<file path="src/rtl/wavelet_pkg.sv">
// Shared constants for the sym4 wavelet stages: datapath widths, the
// growth used by the MAC adder tree and the sym4 filter banks at Q1.23.
package wavelet_pkg;

    localparam int INTERNAL_WIDTH_DEF = 48;
    localparam int COEF_WIDTH_DEF     = 25;
    localparam int COEF_FRAC_DEF      = 23;

    // Guard bits added by the two adder levels behind the products
    localparam int PART_GROW = 2;
    localparam int SUM_GROW  = 3;

    // Warm-up counter value at which the window holds four real pairs
    localparam logic [1:0] WARM_FULL = 2'd3;

    // Full-precision product width
    function automatic int mult_width(input int iw, input int cw);
        return iw + cw;
    endfunction

    // Output slice taken from the final sum: [frac+iw-1 : frac]
    function automatic int trunc_msb(input int iw, input int frac);
        return frac + iw - 1;
    endfunction

    function automatic int trunc_lsb(input int frac);
        return frac;
    endfunction

    // sym4 decomposition / reconstruction banks, scaled by 2^23 and rounded
    localparam logic signed [24:0] SYM4_DEC_LO [8] = '{
        -25'sd635569, -25'sd248601, 25'sd4174328, 25'sd6742249,
         25'sd2498612, -25'sd832314, -25'sd105730, 25'sd270307};
    localparam logic signed [24:0] SYM4_DEC_HI [8] = '{
        -25'sd270307, -25'sd105730, 25'sd832314, 25'sd2498612,
        -25'sd6742249, 25'sd4174328, 25'sd248601, -25'sd635569};
    localparam logic signed [24:0] SYM4_REC_LO [8] = '{
         25'sd270307, -25'sd105730, -25'sd832314, 25'sd2498612,
         25'sd6742249, 25'sd4174328, -25'sd248601, -25'sd635569};
    localparam logic signed [24:0] SYM4_REC_HI [8] = '{
        -25'sd635569, 25'sd248601, 25'sd4174328, -25'sd6742249,
         25'sd2498612, 25'sd832314, -25'sd105730, -25'sd270307};

endpackage

</file>
<file path="src/rtl/fir8_mac.sv">
// Eight-tap constant-coefficient MAC: registered products, registered
// 4-term partial sums, then a registered truncated final sum.
// Pure datapath; qualification is handled by the caller.
module fir8_mac #(
    parameter int IW   = 48,
    parameter int CW   = 25,
    parameter int FRAC = 23,
    parameter logic [7:0][CW-1:0] TAPS = {(8*CW){1'b0}}
) (
    input  logic                 clk,
    input  logic                 rst_n,
    input  logic [7:0][IW-1:0]   x,
    output logic signed [IW-1:0] y
);
    import wavelet_pkg::*;

    localparam int MW = mult_width(IW, CW);
    localparam int PW = MW + PART_GROW;

    logic signed [MW-1:0] op_s   [8];
    logic signed [MW-1:0] tap_s  [8];
    logic signed [MW-1:0] prod_r [8];
    logic signed [PW-1:0] part_s [2];
    logic signed [PW-1:0] part_r [2];

    // Sign-extend operands and taps to full product width
    always_comb begin
        for (int k = 0; k < 8; k++) begin
            op_s[k]  = $signed({{CW{x[k][IW-1]}}, x[k]});
            tap_s[k] = $signed({{IW{TAPS[k][CW-1]}}, TAPS[k]});
        end
    end

    // Stage 1: full-precision products
    always_ff @(posedge clk) begin
        for (int k = 0; k < 8; k++) begin
            prod_r[k] <= op_s[k] * tap_s[k];
        end
    end

    // Two 4-term partial sums with guard bits against overflow
    always_comb begin
        for (int g = 0; g < 2; g++) begin
            part_s[g] = {PW{1'b0}};
            for (int k = 0; k < 4; k++) begin
                part_s[g] = part_s[g]
                    + $signed({{PART_GROW{prod_r[4*g+k][MW-1]}}, prod_r[4*g+k]});
            end
        end
    end

    // Stage 2: register the partial sums
    always_ff @(posedge clk) begin
        part_r[0] <= part_s[0];
        part_r[1] <= part_s[1];
    end

    // Stage 3: final sum, arithmetic shift drops the fraction (floor), wrap to IW
    always_ff @(posedge clk or negedge rst_n) begin
        if (!rst_n) begin
            y <= {IW{1'b0}};
        end else begin
            y <= IW'(($signed({part_r[0][PW-1], part_r[0]})
                    + $signed({part_r[1][PW-1], part_r[1]})) >>> trunc_lsb(FRAC));
        end
    end

endmodule

</file>
<file path="src/rtl/decompose_l4.sv">
// Level-4 sym4 analysis stage: one pair in, one (a4, d4) pair out, with
// a three-pair history window, warm-up gating and a 3-deep valid pipe.
module decompose_l4 #(
    parameter int INTERNAL_WIDTH = 48,
    parameter int COEF_WIDTH     = 25,
    parameter int COEF_FRAC      = 23,
    parameter logic signed [COEF_WIDTH-1:0] DEC_LO0 = {COEF_WIDTH{1'b0}},
    parameter logic signed [COEF_WIDTH-1:0] DEC_LO1 = {COEF_WIDTH{1'b0}},
    parameter logic signed [COEF_WIDTH-1:0] DEC_LO2 = {COEF_WIDTH{1'b0}},
    parameter logic signed [COEF_WIDTH-1:0] DEC_LO3 = {COEF_WIDTH{1'b0}},
    parameter logic signed [COEF_WIDTH-1:0] DEC_LO4 = {COEF_WIDTH{1'b0}},
    parameter logic signed [COEF_WIDTH-1:0] DEC_LO5 = {COEF_WIDTH{1'b0}},
    parameter logic signed [COEF_WIDTH-1:0] DEC_LO6 = {COEF_WIDTH{1'b0}},
    parameter logic signed [COEF_WIDTH-1:0] DEC_LO7 = {COEF_WIDTH{1'b0}},
    parameter logic signed [COEF_WIDTH-1:0] DEC_HI0 = {COEF_WIDTH{1'b0}},
    parameter logic signed [COEF_WIDTH-1:0] DEC_HI1 = {COEF_WIDTH{1'b0}},
    parameter logic signed [COEF_WIDTH-1:0] DEC_HI2 = {COEF_WIDTH{1'b0}},
    parameter logic signed [COEF_WIDTH-1:0] DEC_HI3 = {COEF_WIDTH{1'b0}},
    parameter logic signed [COEF_WIDTH-1:0] DEC_HI4 = {COEF_WIDTH{1'b0}},
    parameter logic signed [COEF_WIDTH-1:0] DEC_HI5 = {COEF_WIDTH{1'b0}},
    parameter logic signed [COEF_WIDTH-1:0] DEC_HI6 = {COEF_WIDTH{1'b0}},
    parameter logic signed [COEF_WIDTH-1:0] DEC_HI7 = {COEF_WIDTH{1'b0}}
) (
    input  logic                             clk,
    input  logic                             rst_n,
    input  logic                             clr,
    input  logic                             din_valid,
    input  logic signed [INTERNAL_WIDTH-1:0] x_0,
    input  logic signed [INTERNAL_WIDTH-1:0] x_1,
    output logic                             dout_valid,
    output logic signed [INTERNAL_WIDTH-1:0] a4_out,
    output logic signed [INTERNAL_WIDTH-1:0] d4_out
);
    import wavelet_pkg::*;

    localparam int IW = INTERNAL_WIDTH;

    localparam logic [7:0][COEF_WIDTH-1:0] LO_TAPS =
        {DEC_LO7, DEC_LO6, DEC_LO5, DEC_LO4, DEC_LO3, DEC_LO2, DEC_LO1, DEC_LO0};
    localparam logic [7:0][COEF_WIDTH-1:0] HI_TAPS =
        {DEC_HI7, DEC_HI6, DEC_HI5, DEC_HI4, DEC_HI3, DEC_HI2, DEC_HI1, DEC_HI0};

    // hist_r[0] = previous odd sample, hist_r[1] = previous even sample, ...
    logic [5:0][IW-1:0] hist_r;
    logic [1:0]         warm_r;
    logic               v1_r;
    logic               v2_r;
    logic               warm_full_s;
    logic [7:0][IW-1:0] win_s;

    assign warm_full_s = (warm_r == WARM_FULL);

    // Window entry k is s[2n+1-k]: current odd, current even, then history
    assign win_s = {hist_r, x_0, x_1};

    // History, warm-up counter and valid pipeline; clr outranks din_valid
    always_ff @(posedge clk or negedge rst_n) begin
        if (!rst_n) begin
            hist_r     <= {(6*IW){1'b0}};
            warm_r     <= 2'd0;
            v1_r       <= 1'b0;
            v2_r       <= 1'b0;
            dout_valid <= 1'b0;
        end else if (clr) begin
            hist_r     <= {(6*IW){1'b0}};
            warm_r     <= 2'd0;
            v1_r       <= 1'b0;
            v2_r       <= 1'b0;
            dout_valid <= 1'b0;
        end else begin
            if (din_valid) begin
                hist_r <= {hist_r[3:0], x_0, x_1};
                if (!warm_full_s) begin
                    warm_r <= warm_r + 2'd1;
                end
            end
            // Only pairs accepted with a full history produce output
            v1_r       <= din_valid & warm_full_s;
            v2_r       <= v1_r;
            dout_valid <= v2_r;
        end
    end

    fir8_mac #(
        .IW   (IW),
        .CW   (COEF_WIDTH),
        .FRAC (COEF_FRAC),
        .TAPS (LO_TAPS)
    ) u_lo (
        .clk   (clk),
        .rst_n (rst_n),
        .x     (win_s),
        .y     (a4_out)
    );

    fir8_mac #(
        .IW   (IW),
        .CW   (COEF_WIDTH),
        .FRAC (COEF_FRAC),
        .TAPS (HI_TAPS)
    ) u_hi (
        .clk   (clk),
        .rst_n (rst_n),
        .x     (win_s),
        .y     (d4_out)
    );

endmodule
</file>
<file path="config.mk">
export PLATFORM = sky130hd
export DESIGN_NAME = decompose_l4
export DESIGN_NICKNAME = d
export VERILOG_FILES = /design/src/rtl/wavelet_pkg.sv /design/src/rtl/fir8_mac.sv /design/src/rtl/decompose_l4.sv
export SDC_FILE = /design/constraint.sdc
export NUM_CORES = 1
export LEC_CHECK = 0
export BUFFER_PORTS_ARGS = -buffer_cell sky130_fd_sc_hd__buf_2
export CORE_UTILIZATION = 25
export DETAILED_ROUTE_END_ITERATION = 8
export MAX_ROUTING_LAYER = met4
export PLACE_DENSITY = 0.44
export SLEW_MARGIN = 20
export SYNTH_ARGS = -nofsm -noshare
export SYNTH_HDL_FRONTEND = slang
export SYNTH_HIERARCHICAL = 1
export SYNTH_SLANG_ARGS = --single-unit
</file>
<file path="constraint.sdc">
create_clock -name clk -period 3.3 [get_ports clk]
set_input_delay 0.33 -clock clk [delete_from_list [all_inputs] [get_ports clk]]
set_output_delay 0.33 -clock clk [all_outputs]
set_load 0.03 [all_outputs]
</file>
==> metrics.csv <==
stage,metric,value,unit
cts,clockBufferDepth,2,
worst_setup_path,crit_path_cell_trace,ha_1 -> nor2b_1 -> mux2_1,
floorplanning,placementRows,22,
worst_setup_path,path_delay_family,flip-flops,
layout,stdcell_count,170,
sta,fin_crit_sh,0.378,
layout,drive_gt1_frac,0.0574,
place,dp_cells,165,
cts,post_cts_buffers,0,
worst_setup_path,slowest_stage,dfrtp_1,
worst_setup_path,regToRegSetupSlack,2.05,ns
layout,syn2layout_area_growth,-29.8,%
grt,first_global_vias,192,
cts,clkTransAtPathRegs,0.04,ns
cts,cts_resized,0,
worst_setup_path,cp-endpoint,warm_r[0],
worst_setup_path,cp.required,3.40,ns
worst_setup_path,r2r_start,warm_r[0],
run,cap_violations,0,
sta,maxSlewViolCount,0,
pwr,p_int,153,uW
grt,grt_overflow,0,
floorplanning,die_h,65.3,um
worst_setup_path,cp_num_cells,3,
layout,antenna_cells,0,
cts,htree_num_levels,1,
route,routed-via-count,391,
worst_hold_path,hold_class,input pin to register,
worst_setup_path,path_buf_inv,0,
sta,rsz0062_at_grt,false,
grt,grt_pass1_wl,890,um
floorplanning,dieArea,4260,um^2
worst_setup_path,reg2reg_to,warm_r[0],
worst_setup_path,reg2reg_depth,3,
status,status,completed,
worst_setup_path,critical_path_class,register to register,
pwr,vdd_drop_max,0.0000999,V
pwr,total_leakage_power,0.000458,uW
grt,grt_use_met1,0.0323,
place,gp_congestion,0.582,
yosys,synth_cells,124,
route,drt_first_pass_iters,2,
cts,cts_made_buffers,3,
yosys,avgSynthCellArea,8.07,um^2
sta,min_period,1.25,ns
yosys,ys_warn_count,6,
pwr,switching_power,181,uW
yosys,netlist_area,1000,um^2
floorplanning,start_util,0.267,
sta,max_freq,0.802,GHz
worst_setup_path,critical_path_peak_fanout,3,
cts,holdBufCountCts,1,
worst_setup_path,critPathLaunch,warm_r[0],
pwr,switching_share,0.541,
floorplanning,core_area,3740,um^2
grt,grt_util_all_layers,0.0302,
pwr,clockPowerShare,0.338,
route,drt-vias-per-instance,2.30,
worst_setup_path,endpoint_kind,register,
worst_setup_path,critPathArrivalTime,1.35,ns
cts,worst_skew_pair.late_latency,0.22,ns
grt,grtUsageMet2,0.0412,
worst_setup_path,max_stage_delay,0.39,ns
grt,top_usage_layer,met2,
floorplanning,ios,197,
worst_setup_path,critPathLaunchType,register,
grt,met3_usage,0.0260,
route,drc,0,
sta,fin_setup_tns,0,ns
worst_hold_path,hold_depth,3,
sta,setup_viol,0,
pwr,power_frac_comb,0.464,
grt,grt_max_degree,8,
pwr,p_seq_frac,0.198,
sta,hold_violations,0,
grt,antenna_found_initial,0,
floorplanning,die_w,65.3,um
cts,cts_tree,built,
route,routed_wl,735,um
cts,cts_root_buf,clkbuf_8,
route,detail_route.wl_per_cell,4.32,um
pwr,power.density,474,nW/um^2
sta,skew,0.00449,ns
place,io_buffers,4,
place,dp_hpwl,660,um
cts,cts.sinks,5,
layout,nets,224,
route,drtAntennaViolNets,0,
route,drt_iter0_drc,3,
## power groups by stage
stage / Combinational [uW] / Clock [uW] / Sequential (uW)
floorplan: 243 / 0 / 66.2
global placement: 152 / 0 / 66.7
detailed placement: 152 / 0 / 66.6
CTS: 153 / 117 / 66.1
global route: 164 / 121 / 66.5
finish: 155 / 113 / 66.0
## worst register-to-register path, stage by stage, from the launching register on
cell	delay, ns
dfrtp_1	0.39
ha_1	0.23
nor2b_1	0.16
mux2_1	0.34
## layout by cell type (no fill, tap or decap)
cell type	count
nor2b_1	4
clkbuf_8	3
buf_2	4
dfrtp_1	5
nand2b_1	1
nand2_1	1
dlygate4sd3_1	1
o21ai_0	1
nor2_1	2
ha_1	1
clkbuf_1	1
mux2_1	1
nand4bb_1	1
conb_1	96
## worst min path at each step
stage,startpoint,end,slack [ns]
after floorplan,rst_n,dout_valid,0.03
after global placement,rst_n,dout_valid,0.15
after detailed placement,rst_n,dout_valid,0.15
after CTS,din_valid,v1_r,0.35
after global routing,din_valid,v1_r,0.37
final,din_valid,v1_r,0.36
## layer usage
layer,up-vias,share of wire
li1,169,-
met1,171,0.34
met2,51,0.47
met3,0,0.19
met4,0,0
met5,-,0
## through the flow
step / total power, uW / hold slack [ns] / area (um^2) / utilization / setup slack [ns]
detailed placement: 219 / 0.151 / 648 / 0.173 / 2.05
global placement: 218 / 0.150 / 648 / 0.173 / 2.07
CTS: 337 / 0.350 / 703 / 0.188 / 2.04
floorplan: 310 / 0.0344 / 1350 / - / 2.14
global route: 352 / 0.374 / 703 / 0.188 / 1.94
finish: 334 / 0.356 / 703 / 0.188 / 2.05
## flip-flops by register name, summed over array words and instances (netlist names)
name	count
v1_r	1
dout_valid	1
warm_r	2
v2_r	1
## layout make-up
| cell class | count | area (um^2) |
|---|---|---|
| Timing Repair Buffer | 5 | 30.0 |
| Clock buffer | 4 | 45.0 |
| Sequential cell | 5 | 125 |
| Fill cell | 453 | 3040 |
| Multi-Input combinational cell | 108 | 443 |
| Tap cell | 48 | 60.1 |
Power figures use the tool's default switching activity.
